<file path="src/rtl/key_press_gen.sv">
// key_press_gen: emulated mechanical push-button transmitter.
//
// On an accepted start it drives key_out through one complete press:
// a bouncy falling edge, a clean low hold, a bouncy rising edge, and a
// clean return to idle. It also counts completed presses. The line is
// active-low and idles high.
//
// Ports:
//   clk      in   system clock, all logic on posedge
//   rst      in   synchronous active-low reset
//   start    in   request one press, sampled only while idle
//   hold_len in   clean-low hold length in cycles, latched on accepted start
//   key_out  out  emulated key line (1 = released, 0 = pressed), registered
//   busy     out  high while a press is being generated
//   done     out  one-cycle pulse on the first idle cycle after a press
//   presses  out  completed-press counter, wraps 1023 -> 0
module key_press_gen #(
    parameter int unsigned BOUNCE_CNT = 2,
    parameter int unsigned BOUNCE_PER = 3,
    parameter int unsigned HOLD_W     = 10
) (
    input  logic              clk,
    input  logic              rst,
    input  logic              start,
    input  logic [HOLD_W-1:0] hold_len,
    output logic              key_out,
    output logic              busy,
    output logic              done,
    output logic [9:0]        presses
);

    // Cycle counter within one bounce segment, and segment index k.
    localparam int unsigned SEG_W = (BOUNCE_PER > 1) ? $clog2(BOUNCE_PER) : 1;
    localparam int unsigned NSEG  = 2 * BOUNCE_CNT;
    localparam int unsigned IDX_W = (NSEG > 1) ? $clog2(NSEG) : 1;

    localparam logic [SEG_W-1:0] SEG_LAST  = SEG_W'(BOUNCE_PER - 1);
    localparam logic [IDX_W-1:0] IDX_LAST  = IDX_W'((NSEG > 0) ? NSEG - 1 : 0);
    localparam bit               NO_BOUNCE = (BOUNCE_CNT == 0);

    typedef enum logic [1:0] {
        StIdle,
        StPressB,
        StHold,
        StRelB
    } state_e;

    state_e             state_q, state_d;
    logic [SEG_W-1:0]   seg_q, seg_d;
    logic [IDX_W-1:0]   idx_q, idx_d;
    logic [HOLD_W-1:0]  hold_q, hold_d;
    logic [HOLD_W-1:0]  hold_cnt_q, hold_cnt_d;
    logic               key_q, key_d;
    logic               busy_q, busy_d;
    logic               done_q, done_d;
    logic [9:0]         presses_q, presses_d;

    // Next-state and counter logic.
    always_comb begin
        state_d    = state_q;
        seg_d      = seg_q;
        idx_d      = idx_q;
        hold_d     = hold_q;
        hold_cnt_d = hold_cnt_q;

        unique case (state_q)
            StIdle: begin
                if (start) begin
                    // A zero hold request still yields a one-cycle clean low.
                    hold_d     = (hold_len == '0) ? HOLD_W'(1) : hold_len;
                    seg_d      = '0;
                    idx_d      = '0;
                    hold_cnt_d = '0;
                    state_d    = NO_BOUNCE ? StHold : StPressB;
                end
            end

            StPressB: begin
                if (seg_q == SEG_LAST) begin
                    seg_d = '0;
                    if (idx_q == IDX_LAST) begin
                        idx_d   = '0;
                        state_d = StHold;
                    end else begin
                        idx_d = idx_q + IDX_W'(1);
                    end
                end else begin
                    seg_d = seg_q + SEG_W'(1);
                end
            end

            StHold: begin
                if (hold_cnt_q == hold_q - HOLD_W'(1)) begin
                    hold_cnt_d = '0;
                    state_d    = NO_BOUNCE ? StIdle : StRelB;
                end else begin
                    hold_cnt_d = hold_cnt_q + HOLD_W'(1);
                end
            end

            StRelB: begin
                if (seg_q == SEG_LAST) begin
                    seg_d = '0;
                    if (idx_q == IDX_LAST) begin
                        idx_d   = '0;
                        state_d = StIdle;
                    end else begin
                        idx_d = idx_q + IDX_W'(1);
                    end
                end else begin
                    seg_d = seg_q + SEG_W'(1);
                end
            end

            default: begin
                state_d = StIdle;
            end
        endcase
    end

    // Outputs are registered; their next values derive from the next state
    // so the line changes on the same edge the state does.
    always_comb begin
        key_d     = 1'b1;
        busy_d    = (state_d != StIdle);
        done_d    = (state_q != StIdle) && (state_d == StIdle);
        presses_d = presses_q + {9'd0, done_d};

        unique case (state_d)
            StPressB: key_d = idx_d[0];   // even segment low, odd high
            StHold:   key_d = 1'b0;
            StRelB:   key_d = ~idx_d[0];  // even segment high, odd low
            default:  key_d = 1'b1;
        endcase
    end

    always_ff @(posedge clk) begin
        if (!rst) begin
            state_q    <= StIdle;
            seg_q      <= '0;
            idx_q      <= '0;
            hold_q     <= HOLD_W'(1);
            hold_cnt_q <= '0;
            key_q      <= 1'b1;
            busy_q     <= 1'b0;
            done_q     <= 1'b0;
            presses_q  <= '0;
        end else begin
            state_q    <= state_d;
            seg_q      <= seg_d;
            idx_q      <= idx_d;
            hold_q     <= hold_d;
            hold_cnt_q <= hold_cnt_d;
            key_q      <= key_d;
            busy_q     <= busy_d;
            done_q     <= done_d;
            presses_q  <= presses_d;
        end
    end

    assign key_out = key_q;
    assign busy    = busy_q;
    assign done    = done_q;
    assign presses = presses_q;

endmodule

</file>
<file path="config.mk">
export PLATFORM = sky130hd
export DESIGN_NAME = key_press_gen
export DESIGN_NICKNAME = d
export VERILOG_FILES = /design/src/rtl/key_press_gen.sv
export SDC_FILE = /design/constraint.sdc
export NUM_CORES = 1
export LEC_CHECK = 0
export CORE_ASPECT_RATIO = 2
export CORE_UTILIZATION = 50
export CTS_CLUSTER_DIAMETER = 30
export DETAILED_ROUTE_END_ITERATION = 8
export PLACE_DENSITY = 0.76
export SETUP_SLACK_MARGIN = 0.05
export SKIP_LAST_GASP = 1
export SLEW_MARGIN = 20
export SYNTH_ARGS = -nofsm -noshare
export SYNTH_HDL_FRONTEND = slang
export SYNTH_SLANG_ARGS = --single-unit
</file>
<file path="constraint.sdc">
create_clock -name clk -period 2.25 [get_ports clk]
set_clock_uncertainty 0.05 [all_clocks]
set_input_delay 0.5625 -clock clk [delete_from_list [all_inputs] [get_ports clk]]
set_output_delay 0.5625 -clock clk [all_outputs]
set_load 0.1 [all_outputs]
</file>
# Word level (Yosys, flattened, before mapping)
# Cells that the tools add are included.
# word_totals
inputBits	13
regBits	39
# classes
mux	19
addsub	5
bitwise_logic	1
n_eq_ne	11
reduce_logical	13
# op_table
op	n
10-bit 2-to-1 mux	3
2-bit 2-to-1 mux	11
10-bit one-hot mux with 2 select lines	1
2-bit == test (second input constant)	6
10-bit by 1-bit adder with 10-bit output	1
10-bit by 1-bit adder with 10-bit output (second input constant)	1
10-bit == test	1
10-bit logical NOT	1
10-bit by 1-bit subtractor with 10-bit output (second input constant)	1
2-bit one-hot mux with 2 select lines	2
2-bit one-hot mux with 4 select lines	1
2-bit nonzero test	4
2-bit AND reduction	3
2-bit by 1-bit adder with 2-bit output (second input constant)	2
2-bit by 1-bit == test with 1-bit output (second input constant)	2
2-bit logical NOT	2
1-bit one-hot mux with 3 select lines	1
3-bit AND reduction	1
2-bit by 1-bit inequality test with 1-bit output (second input constant)	1
2-bit inequality test (second input constant)	1
2-bit OR reduction	1
1-bit logical AND	1
1-bit NOT	1

# Depth between registers and ports, before layout
# Gate-level depths: netlist (run 1).
# logic_depth
ltp_word	7
mapped_depth	10
depth_no_buf	9

# Least setup slack after synthesis (run 1)
# No wires, ideal clock.
# synth_timing
kind	flip-flop to flip-flop
start	register hold_q[0]
end	register key_q, in the netlist key_out
period_less_slack_ns	2.485
n_path_buf	0
t_arrival_ns	2.363
stages_incl_launch_ff	10
t_required_ns	2.128
setup_time_ns	0.072
path_slack_ns	-0.235
cell_sequence	dfxtp_1 inv_1 ha_1 o21ba_1 a221oi_1 a41oi_1 or4_4 or2_4 o32ai_2 mux2i_1
# synth_via
elab_chain_len	6
elab_cells_between_ends	8
classes_between	add/sub: 1; eq/ne: 4; mux: 3
# synth_lines
item	line	source
start: declaration	51	logic [HOLD_W-1:0] hold_q, hold_d;
start signal: assignment	152	hold_q <= hold_d;
10-bit by 1-bit subtractor with 10-bit output *	93	if (hold_cnt_q == hold_q - HOLD_W'(1)) begin
10-bit == test *	93	
2-bit 2-to-1 mux *	93	
2-bit one-hot mux with 4 select lines *	66	unique case (state_q)
2-bit == test or 2-bit by 1-bit == test with 1-bit output (tied branches)	129	unique case (state_d)
1-bit one-hot mux with 3 select lines *	129	
end signal: assignment	154	key_q <= key_d;
end: declaration	53	logic key_q, key_d;
# Mark *: on every way between the ends. The rest lies on a longest branch, timed or not.
# A chain may end at the register's enable or synchronous reset.

# Worst setup path in the final report (run 1)
# Same ends and word-level chain as after synthesis.

==> results_dict.tcl, run 1 <==
set metrics [dict create \
    outcome "complete, but fails checks" \
    violations "negative setup slack" \
    p_leak_nw 1.11 \
    synth_fp_nets 264 \
    grt_pass1_vias 1810 \
    antenna_left 0 \
    ys_seq_elements 39 \
    dp_cells 335 \
    hold_viol 0 \
    yosys-top-cells-count "dfxtp_1, nand2_1, and2_1, xnor2_1, nor2_1" \
    drv_cap 0 \
    yosysSeqAreaShare_pct 37.3 \
    first_pass_iters 4 \
    slowest_delay_ps 460 \
    postLayoutCoreUtil_pct 66.9 \
    power.density_nw_per_um2 535 \
    arrival_ps 2530 \
    design.core.area_um2 4050 \
    rr_worst_depth 9 \
    clock-sinks 39 \
    synth_edf_count 0 \
    setup_violations 7 \
    dp_hpwl_um 3620 \
    via_per_inst 5.47 \
    clock-root-buffer "clkbuf_8" \
    netlist_area_um2 2090 \
    clock_latency_ps 300 \
    gp_congestion 0.813 \
    hp-class "register to register" \
    antenna_found_initial 0 \
    syn_to_final_growth_pct 29.2 \
    drive_gt1_share_pct 21.8 \
    synthDistinctLibCells 53 \
    die-width_um 47.8 \
    n_antenna_cell 0 \
    numCtsBuffers 5 \
    async_flop_share_pct 0 \
    die_area_um2 4460 \
    grt_start_max_net_pins 32 \
    layout_setup_ws_ps -93.4 \
    hold_depth 2 \
    yosysMostFrequentCell "dfxtp_1" \
    critPathSlowestCell "or4_4" \
    slew_headroom_pct 74.3 \
    stdcell_count 345 \
    path_class "register to register" \
    ys.flop_type "dfxtp_1" \
    syn_avg_cell_area_um2 8.51 \
    critPathMaxFanout 5 \
    rsz0062_at_grt "yes" \
    initial_core_util_pct 51.7 \
    period_needed_ps 2340 \
    worst_ep_required_time_ps 2430 \
    drc 0 \
    row_count 33 \
    synth_top_area_share_pct 37.3 \
    synthTopCellsByArea "dfxtp_1, xnor2_1, nand2_1" \
    drt-total-wl_um 4830 \
    final_nets 310 \
    grt_pass1_wl_um 7960 \
    finalMaxSlewViolations 0 \
    grt_use_total_pct 24.7 \
    die_height_um 93.5 \
    path_cells "inv_2, ha_4, o21ba_1, a221oi_2, a41oi_1, or4_4, or2_4, o32ai_4, mux2i_1" \
    fillers 392 \
    cts_tree "done" \
    port-buffer-count 25 \
    yosysWarnings 0 \
    endpoint_kind "register" \
    wl_per_cell_um 14.0 \
    path_clk_slew_ps 80 \
    htree_levels 2 \
    grt-ovfl-total 0 \
    max_freq_ghz 0.427 \
    io_pins 26 \
    critPathLaunchType "register" \
    worstMarginPinSlew_ps 386 \
    synth_top_cell_by_area "dfxtp_1" \
    vias 1886 \
    clockBufferDepth 2 \
    vdd_drop_max_mv 0.486 \
    hold_buffers 0 \
    synth_cells 246 \
    fin_crit_sh_pct 104 \
    drt_first_iter_violations 23 \
]
[cells in the final DEF, fill, tap and decap left out, types with 3 or more instances in the layout]
cell	count
and3_1	7
ha_1	4
clkbuf_8	5
nor3_1	6
nor2_1	14
nor2b_1	11
o21ai_1	4
dfxtp_1	37
inv_1	4
nand2_1	29
a21boi_0	10
buf_4	34
clkdlybuf4s50_1	12
nand4_1	4
and2_1	16
xnor2_1	16
nand3_1	13
o21bai_1	3
xor2_1	6
a22oi_1	3
[state kept, by name, summed over array words and instances (netlist names)]
name,flops
busy,1
done,1
hold_cnt_q,10
hold_q,10
idx_q,2
key_out,1
presses,10
seg_q,2
state_q,2
[per-stage QoR]
stage / hold WS, ps / power, mW / setup TNS, ps / worst slack (ps) / area, um2
finish: 443 / 1.45 / -252 / -93.4 / 2710
floorplan: 405 / 0.875 / -47.5 / -45.6 / 2120
global placement: 428 / 0.954 / -105 / -38.4 / 2540
detailed placement: 445 / 0.958 / -386 / -107 / 2540
global route: 486 / 1.51 / -913 / -151 / 2710
CTS: 455 / 1.46 / -262 / -121 / 2690
[per-layer routing]
| layer | global-route usage, % | wire (um) | up-vias |
|---|---|---|---|
| li1 | - | - | 952 |
| met1 | 24.5 | 1770 | 895 |
| met2 | 45.5 | 2840 | 28 |
| met3 | 3.86 | 94 | 11 |
| met4 | 10.9 | 130 | 0 |
| met5 | 0 | 0 | - |
[kinds of logic after synthesis]
| kind of cell | Yosys count | synth area share (%) |
|---|---|---|
| compound gates | 43 | 15.5 |
| xor+xnor | 22 | 9.20 |
| fa+ha+maj | 5 | 2.99 |
| buf+inv | 17 | 3.23 |
| flops | 39 | 37.3 |
| mux | 2 | 1.02 |
| simple gates | 118 | 30.7 |
[power breakdown]
group / switching [mW] / internal [mW] / total (mW)
combinational: 0.128 / 0.117 / 0.245
clock: 0.267 / 0.216 / 0.483
sequential: 0.0142 / 0.705 / 0.719
total: 0.409 / 1.04 / 1.45
[repair_timing]
action	CTS	global route
setup buffers	1	0
setup endpoints to repair	10	12
pin swaps	1	3
cloned	1	0
gates resized for setup	7	2
[path summary, 6_finish.rpt]
path	from	end	slack (ps)
worst max-delay path	hold_q[0]$_SDFFE_PN1P_	key_out$_SDFF_PN1_	-90
worst min-delay path	hold_q[9]$_SDFFE_PN0P_	hold_q[9]$_SDFFE_PN0P_	440
worst max register to register	hold_q[0]$_SDFFE_PN1P_	key_out$_SDFF_PN1_	-90
worst min register to register	hold_q[9]$_SDFFE_PN0P_	hold_q[9]$_SDFFE_PN0P_	440
[worst max-delay path: cells and delay by family, from the launching register on]
kind / cells / cell delay (ps)
simple gates: 2 / 740
compound gates: 4 / 710
flops: 1 / 370
mux: 1 / 190
fa+ha+maj: 1 / 170
buf+inv: 1 / 50
[area by class of cell]
type	count	area (um2)	area share, %
multi-input cells	191	1320	48.9
repair buffers	49	418	15.4
well taps	52	65.1	2.41
clock inverters	3	20.0	0.740
inverters	6	22.5	0.833
flip-flops and latches	39	788	29.1
clock buffers	5	68.8	2.54
No activity file was read; power rests on OpenSTA's default activity.
==> inputs of run 2 (changes only) <==
--- a/config.mk
+++ b/config.mk
@@ -5,12 +5,14 @@
 export SDC_FILE = /design/constraint.sdc
 export NUM_CORES = 1
 export LEC_CHECK = 0
+export ABC_AREA = 1
 export CORE_ASPECT_RATIO = 2
 export CORE_UTILIZATION = 50
 export CTS_CLUSTER_DIAMETER = 30
 export DETAILED_ROUTE_END_ITERATION = 8
 export PLACE_DENSITY = 0.76
 export SETUP_SLACK_MARGIN = 0.05
+export SKIP_CTS_REPAIR_TIMING = 1
 export SKIP_LAST_GASP = 1
 export SLEW_MARGIN = 20
 export SYNTH_ARGS = -nofsm -noshare
==> run 2 against run 1 <==
Against the previous run:
- the flow still finishes with violations (negative setup slack)
- cell count rose by 26%
- via count rose by 14%
- count of clock-buffer cells in the layout unchanged
- wire length grew 6.3%
- clock power is essentially flat
- utilization grew 6.0 points
- maximum frequency decreased by 12%
- sequential power is 3% higher
- non-clock buffer count up 22
- critical path depth up 15
- worst setup slack worse by 320 ps
- critical endpoint is now presses[8]$_SDFF_PN0_
- largest cell class unchanged
==> results_dict.tcl, run 2 <==
set metrics [dict create \
    ys.flop_type "dfxtp_1" \
    mostFrequentLayoutCells "nand2_1, buf_4, nor2_1, dfxtp_1, inv_1" \
    io_pins 26 \
    drv_cap 0 \
    dp_hpwl_um 3940 \
    r2r_start "hold_q[1]$_SDFFE_PN0P_" \
    die_area_um2 4540 \
    clock-root-buffer "clkbuf_8" \
    fillers 327 \
    hp-class "register to register" \
    rr_worst_depth 24 \
    row_count 33 \
    synth_fp_nets 326 \
    slew_headroom_pct 79.8 \
    path_class "register to register" \
    antenna_found_initial 0 \
    n_antenna_cell 0 \
    final_nets 400 \
    grt_pass1_wl_um 8400 \
    design.core.area_um2 4090 \
    worstMarginPinSlew_ps 303 \
    hold_viol 0 \
    syn_to_final_growth_pct 39.9 \
    clock_latency_ps 300 \
    antenna_left 0 \
    synthDistinctLibCells 28 \
    vdd_drop_max_mv 0.511 \
    die_height_um 94.3 \
    layout_setup_ws_ps -418 \
    drt_first_iter_violations 30 \
    ys_seq_elements 39 \
    synth_cells 308 \
    netlist_area_um2 2130 \
    hold_depth 2 \
    place_ws_ps -479 \
    gp_congestion 0.849 \
    synth_top_cell_by_area "dfxtp_1" \
    clock-sinks 39 \
    stdcell_count 435 \
    min_to "presses[9]$_SDFF_PN0_" \
    regArea_um2 783 \
    critPathMaxFanout 6 \
    grt_start_max_net_pins 22 \
    synthTopCellsByArea "dfxtp_1, nand2_1, nor2_1" \
    finalMaxSlewViolations 0 \
    mostFrequentLayoutCell "nand2_1" \
    r2r_slack_ps -420 \
    clockBufferDepth 2 \
    syn_avg_cell_area_um2 6.91 \
    grt-ovfl-total 0 \
    power.density_nw_per_um2 524 \
    rr_endpoint "presses[8]$_SDFF_PN0_" \
    vias 2157 \
    first_pass_iters 4 \
    async_flop_share_pct 0 \
    fin_crit_sh_pct 119 \
    synth_top_area_share_pct 36.7 \
    grt_pass1_vias 2099 \
    worst_ep_required_time_ps 2430 \
    critPathLaunchType "register" \
    setup_violations 7 \
    yosysMostFrequentCell "nand2_1" \
    multi_input_area_um2 1280 \
    yosysSeqAreaShare_pct 36.7 \
    initial_core_util_pct 52.1 \
    drt-total-wl_um 5140 \
    htree_levels 2 \
    numCtsBuffers 5 \
    arrival_ps 2850 \
    yosysWarnings 0 \
    max_freq_ghz 0.375 \
    port-buffer-count 25 \
    hp-start "presses[9]$_SDFF_PN0_" \
    rsz0062_at_grt "yes" \
    drc 0 \
    endpoint_kind "register" \
    grt_use_total_pct 26.4 \
    p_leak_nw 1.31 \
    setup_tns_ps -1500 \
    outcome "complete, but fails checks" \
    power.total_mw 1.56 \
    path_clk_slew_ps 80 \
    wl_per_cell_um 11.8 \
    violations "negative setup slack" \
    yosys-top-cells-count "nand2_1, nor2_1, dfxtp_1" \
    cts_tree "done" \
    via_per_inst 4.96 \
    die-width_um 48.1 \
    drive_gt1_share_pct 35.2 \
    postLayoutCoreUtil_pct 72.8 \
    synth_edf_count 0 \
    dp_cells 424 \
    period_needed_ps 2670 \
]
[run 2: cell types whose count changed after synthesis, moves of 11 or more]
| cell | change |
|---|---|
| nand2_2 | +14 |
| and2_1 | -16 |
| nor2b_1 | -11 |
| inv_1 | +25 |
| xnor2_1 | -11 |
| nand2_1 | +35 |
| o21ai_0 | +14 |
| nor2_1 | +28 |
| inv_2 | +11 |
[run 2: cell type report]
cell class	count	share of cell area [%]
timing repair buffer	71	19.6
multi-input combinational	221	43.1
inverter	44	5.80
tap	52	2.19
sequential	39	26.3
clock buffer	5	2.31
clock inverter	3	0.673
[run 2: report_power, final]
group          total (mW)  internal, mW  switching (mW)
sequential          0.737         0.716          0.0213
combinational       0.343         0.146           0.197
clock               0.481         0.216           0.265
[run 2: metrics by stage]
stage          instance area (um2)  hold slack (ps)
6_report                      2980              447
2_1_floorplan                 2180              416
3_3_place_gp                  2780              408
3_5_place_dp                  2780              430
5_1_grt                       2980              467
4_1_cts                       2870              450
[run 2: per-layer routing]
metal / track usage [%] / vias to the layer above / wire [um]
li1: - / 1130 / -
met1: 25.1 / 983 / 1940
met2: 48.4 / 28 / 2900
met3: 4.04 / 16 / 82
met4: 14.6 / 0 / 214
met5: 0 / - / 0
[run 2: critical path: stages, from the launching register on]
cell and delay [ps]:
dfxtp_2 330, inv_2 70, ha_4 180, inv_2 30, nand2_1 80, nand3b_1 70
nand2_1 70, nor2_1 40, nand2_1 70, nor2_2 50, nand4_1 140, nand2_2 100
nor2_4 100, nand2_2 60, inv_2 60, ha_4 140, ha_4 130, nand2_2 60
nor2_2 100, inv_2 60, nor3_4 160, inv_2 80, nor3_4 170, o21ai_1 80
a21oi_1 140
[run 2: logic make-up after synthesis]
| logic type | after synthesis | share of synthesized area, % |
|---|---|---|
| compound gates | 46 | 13.6 |
| fa+ha+maj | 5 | 2.94 |
| flops | 39 | 36.7 |
| xor+xnor | 12 | 4.94 |
| simple gates | 158 | 33.0 |
| buf+inv | 48 | 8.76 |
[run 2: how the worst max path moves through the flow]
stage	start	end	depth (start not counted)
6_report	hold_q[1]$_SDFFE_PN0P_	presses[8]$_SDFF_PN0_	24
5_1_grt	hold_q[1]$_SDFFE_PN0P_	presses[8]$_SDFF_PN0_	24
4_1_cts	hold_q[1]$_SDFFE_PN0P_	presses[8]$_SDFF_PN0_	22
3_5_place_dp	start	presses[8]$_SDFF_PN0_	20
3_3_place_gp	start	presses[8]$_SDFF_PN0_	20
2_1_floorplan	hold_q[0]$_SDFFE_PN1P_	presses[8]$_SDFF_PN0_	22
==> inputs of run 3 (changes only) <==
--- a/config.mk
+++ b/config.mk
@@ -7,6 +7,7 @@
 export LEC_CHECK = 0
 export ABC_AREA = 1
 export CORE_ASPECT_RATIO = 2
+export CORE_MARGIN = 2
 export CORE_UTILIZATION = 50
 export CTS_CLUSTER_DIAMETER = 30
 export DETAILED_ROUTE_END_ITERATION = 8
==> run 3 against run 2 <==
Against the previous run:
- the run still ends with negative setup slack left
- wire length shrank 3.5%
- register-to-register slack improved by 70 ps
- cell count rose by 0.23%
- sequential power hardly changed
- cell area is 2.1% lower
- clock power is 3% lower
- power is 1.2% lower
- non-clock buffer count is 1 higher
- critical endpoint unchanged
==> results_dict.tcl, run 3 (same netlist as run 2, synthesis figures left out) <==
set metrics [dict create \
    outcome "complete, but fails checks" \
    violations "negative setup slack" \
    hp-start "presses[9]$_SDFF_PN0_" \
    grt_use_total_pct 22.8 \
    critPathBufInv 4 \
    mostFrequentLayoutCells "nand2_1, buf_4, nor2_1" \
    path_cells "inv_2, ha_4, xor2_1, nand2_1, nor2_1, nand2_1, nor2_2, nand4_1, nand2_2, nor2_4, nand2_2, inv_2, ha_4, ha_4, nand2_2, nor2_1, inv_1, nor3_2, inv_1, nor3_2, o21ai_1, a21oi_1" \
    gp_congestion 0.841 \
    first_pass_iters 4 \
    r2r_slack_ps -350 \
    design.core.area_um2 4090 \
    hold_slack_ps 421 \
    die_area_um2 4830 \
    power.total_mw 1.54 \
    syn_to_final_growth_pct 36.9 \
    grt_pass1_vias 2050 \
    htree_levels 2 \
    path_clk_slew_ps 80 \
    drt_first_iter_violations 31 \
    setup_tns_ps -1170 \
    worstMarginPinSlew_ps 299 \
    hp-class "register to register" \
    hold_depth 2 \
    io_pins 26 \
    wl_per_cell_um 11.4 \
    power.density_nw_per_um2 529 \
    initial_core_util_pct 52.1 \
    worst_ep_required_time_ps 2390 \
    clock-root-buffer "clkbuf_8" \
    layout_setup_ws_ps -347 \
    row_count 33 \
    fin_area_um2 2910 \
    clock-sinks 39 \
    slew_headroom_pct 80.0 \
    clockBufferDepth 2 \
    port-buffer-count 25 \
    mostFrequentLayoutCell "nand2_1" \
    critPathMaxFanout 3 \
    setup_violations 6 \
    crit_family "simple AND/OR/NAND/NOR gates" \
    period_needed_ps 2600 \
    grt_start_max_net_pins 22 \
    fin_crit_sh_pct 115 \
    n_antenna_cell 0 \
    die-width_um 50.1 \
    clock_latency_ps 300 \
    drc 0 \
    hold_viol 0 \
    antenna_left 0 \
    via_per_inst 4.92 \
    numCtsBuffers 5 \
    place_ws_ps -504 \
    slowest_delay_ps 340 \
    rr_worst_depth 22 \
    path_class "register to register" \
    placed_area_um2 2790 \
    dp_hpwl_um 3840 \
    grt-ovfl-total 0 \
    vias 2143 \
    final_nets 401 \
    grt_pass1_wl_um 8490 \
    drt-total-wl_um 4960 \
    antenna_found_initial 0 \
    arrival_ps 2740 \
    p_leak_nw 1.27 \
    critPathSlowestCell "dfxtp_2" \
    finalMaxSlewViolations 0 \
    endpoint_kind "register" \
    cp-startpoint "hold_q[0]$_SDFFE_PN1P_" \
    die_height_um 96.3 \
    critPathLaunchType "register" \
    drv_cap 0 \
    vdd_drop_max_mv 0.496 \
    rsz0062_at_grt "yes" \
    cts_tree "done" \
    drive_gt1_share_pct 31.8 \
    max_freq_ghz 0.385 \
    rr_endpoint "presses[8]$_SDFF_PN0_" \
    r2r_start "hold_q[0]$_SDFFE_PN1P_" \
    min_to "presses[9]$_SDFF_PN0_" \
]
-- run 3: area by class of cell --
cell class | count | area, um2
tap | 52 | 65.1
multi-input combinational | 221 | 1230
clock inverter | 2 | 12.5
inverter | 44 | 170
timing repair buffer | 72 | 583
sequential | 39 | 783
fill | 353 | 1170
clock buffer | 6 | 72.6
-- run 3: worst max-delay path by stage --
stage	depth (start not counted)	slack, ps	end
3_5_place_dp	20	-500	presses[8]$_SDFF_PN0_
6_report	22	-350	presses[8]$_SDFF_PN0_
5_1_grt	24	-550	presses[8]$_SDFF_PN0_
3_3_place_gp	20	-400	presses[8]$_SDFF_PN0_
2_1_floorplan	22	-210	presses[8]$_SDFF_PN0_
4_1_cts	24	-360	presses[8]$_SDFF_PN0_
-- run 3: per-stage QoR --
step                      utilization [%]  instances
after floorplan                         -        308
after global placement               68.3        426
after detailed placement             68.3        426
after CTS                            70.4        434
after global routing                 71.3        436
final                                71.3        436
-- run 3: where the power goes --
group	switching (mW)	leakage, nW	internal [mW]
logic	0.193	0.914	0.145
registers	0.0199	0.318	0.716
clock network	0.251	0.0412	0.217
-- run 3: layer usage --
layer  track usage (%)  vias up  wire length, um
met5                 0        -                0
met4              8.33        0               64
met3              3.73        7               87
met2              45.7       18             2830
met1              22.2      979             1970
li1                  -     1139                -
-- run 3: worst min-delay path, stage by stage (launching register included) --
cell	delay [ps]
dfxtp_1	320
inv_1	60
a21oi_1	50
==> patch: new RTL, settings of run 2 <==
The 4 states of `state_e` get a one-hot encoding in 4 bits.
--- a/src/rtl/key_press_gen.sv
+++ b/src/rtl/key_press_gen.sv
@@ -38,11 +38,11 @@
     localparam logic [IDX_W-1:0] IDX_LAST  = IDX_W'((NSEG > 0) ? NSEG - 1 : 0);
     localparam bit               NO_BOUNCE = (BOUNCE_CNT == 0);
 
-    typedef enum logic [1:0] {
-        StIdle,
-        StPressB,
-        StHold,
-        StRelB
+    typedef enum logic [3:0] {
+        StIdle   = 4'b0001,
+        StPressB = 4'b0010,
+        StHold   = 4'b0100,
+        StRelB   = 4'b1000
     } state_e;
 
     state_e             state_q, state_d;
Behaviour: same outputs for any inputs over 10 cycles, from zero or initial values and one cycle with rst low; not proved beyond that.
==> patch against run 2 <==
  * The flow still finishes with violations (negative setup slack)
  * Synthesized cell count increased by 3.2%
  * Critical path depth decreased by 6
  * Wire length increased by 2.7%
  * Sequential cell count increased by 2
  * Critical endpoint unchanged
  * Power increased by 11%
  * Highest routed layer unchanged
  * Sequential share of layout area increased by 4.0 points
  * Cell area decreased by 7.6%
  * Largest power group unchanged
  * Count of clock-buffer cells in the layout increased by 2
  * Setup slack improved by 0.37 ns
  * Utilization decreased by 6.9 points
  * Critical path type unchanged
  * Area after synthesis increased by 3.1%
  * First-iteration DRC count increased by 47%
==> patch: results (changes against run 2) <==
| Metric | Value |
|---|---|
| DP HPWL | 3910 um (-0.81%) |
| Clock Tree Buf Depth | 2 (unchanged) |
| Count of unique library cells instantiated by Yosys | 32 (+14%) |
| Leakage | 1.18 nW (-10%) |
| Hold crit path type | flip-flop to flip-flop |
| Worst-path fanout max | 3 (-3) |
| Area after DPL | 0.00256 mm2 (-8.0%) |
| H-tree depth | 2 (unchanged) |
| Outcome | finished with violations |
| Nets | 378 (-5.5%) |
| Initial detailed-routing violation count | 44 (+47%) |
| Num CTS Buffers | 5 (unchanged) |
| Critical Path Source | state_q[3] |
| Syn Nets | 336 (+3.1%) |
| Skew-Pair Late Insertion Delay | 0.29 ns |
| Final WS setup | -0.0474 ns (+0.371 ns) |
| RD Place Congestion | 0.897 (+5.7%) |
| Commonest cells in the netlist | nand2_1 (68), nor2_1 (46), dfxtp_1 (41) |
| Ys flop type | dfxtp_1 |
| VDD IR max | 647 uV (+27%) |
| Wire length of the first global-routing pass | 8290 um (-1.4%) |
| Drt pass-1 iters | 4 (unchanged) |
| Largest net degree at the start of global routing | 19 (-14%) |
| Root Driver | clkbuf_8 |
| CP delay by family, top | simple AND/OR/NAND/NOR gates |
| Crit path DAT | 2.43 ns (-0.42 ns) |
| Switching pwr | 558 uW (+16%) |
| Setup violators final | 3 (-4) |
| Avg WL per Cell | 12.8 um (+8.2%) |
| Worst-margin pin slew | 0.330 ns (+0.0277 ns) |
| Failing checks | negative setup slack |
| Critical Path Max Stage Delay | 0.36 ns (+0.03 ns) |
| Top cells by area, synth | dfxtp_1 (37%), nand2_1 (12%), nor2_1 (7.9%) |
| Worst slack, placed | -0.419 ns (+0.0605 ns) |
| Ant diodes | 0 (unchanged) |
| Critical hold path startpoint | seg_q[1] |
| CTS clk-pin slew, worst paths | 0.07 ns |
| Sequential area share after synthesis | 0.374 (+0.00716) |
| Vias | 2126 (-1.4%) |
| Synth warnings | 0 (unchanged) |
| Share of layout cells above drive strength 1 | 0.241 (-0.111) |
| Port buffer count | 25 (unchanged) |
| Tot GR Track Use | 0.234 (-0.0297) |
| Antenna violations before repair | 0 (unchanged) |
| Slowest CP cell | dfxtp_4 |
| Ys async rst share | 0 (unchanged) |
## patch: kinds of logic after synthesis
family	synth area share
and+or+nand+nor	0.363
buffers and inverters	0.0878
AOI/OAI and AO/OA	0.111
DFF	0.374
xor gates and xnor gates	0.0359
adders and majority gates	0.0285
## patch: power groups by stage
stage / Clock, mW / Combinational [mW] / Sequential [mW]
6_report: 0.518 / 0.431 / 0.789
5_1_grt: 0.562 / 0.468 / 0.793
4_1_cts: 0.536 / 0.418 / 0.787
3_5_place_dp: 0 / 0.413 / 0.804
3_3_place_gp: 0 / 0.408 / 0.804
2_1_floorplan: 0 / 0.233 / 0.876
## patch: layer usage
layer	vias to the layer above	wire, um	track usage
li1	1109	-	-
met2	39	3080	0.486
met5	-	0	0
met3	16	105	0.0300
met1	962	1860	0.194
met4	0	227	0.167
## patch: layout make-up
type,instances,area [um2]
tap,52,65.1
multi-input combinational,228,1250
sequential,41,835
clock inverter,1,5.00
clock buffer,7,96.3
fill,371,1420
inverter,44,165
timing repair buffer,40,333
## patch: worst min-delay path, cell delays in order, from the launching register on
cell	delay, ns
dfxtp_2	0.33
nand2_1	0.06
a21oi_1	0.05
## patch: final timing paths
kind	end	slack, ns	cells past startpoint
max	presses[8]	-0.05	18
min	seg_q[1]	0.43	2
max reg2reg	presses[8]	-0.05	18
min reg2reg	seg_q[1]	0.43	2
## patch: stage by stage
step / total power [mW] / TNS [ns] / utilization / instances
2_1_floorplan: 1.11 / 0 / - / 318
3_3_place_gp: 1.21 / -1.37 / 0.613 / 403
3_5_place_dp: 1.22 / -1.65 / 0.613 / 403
4_1_cts: 1.74 / -0.273 / 0.637 / 411
5_1_grt: 1.82 / -0.480 / 0.659 / 413
6_report: 1.74 / -0.127 / 0.659 / 413
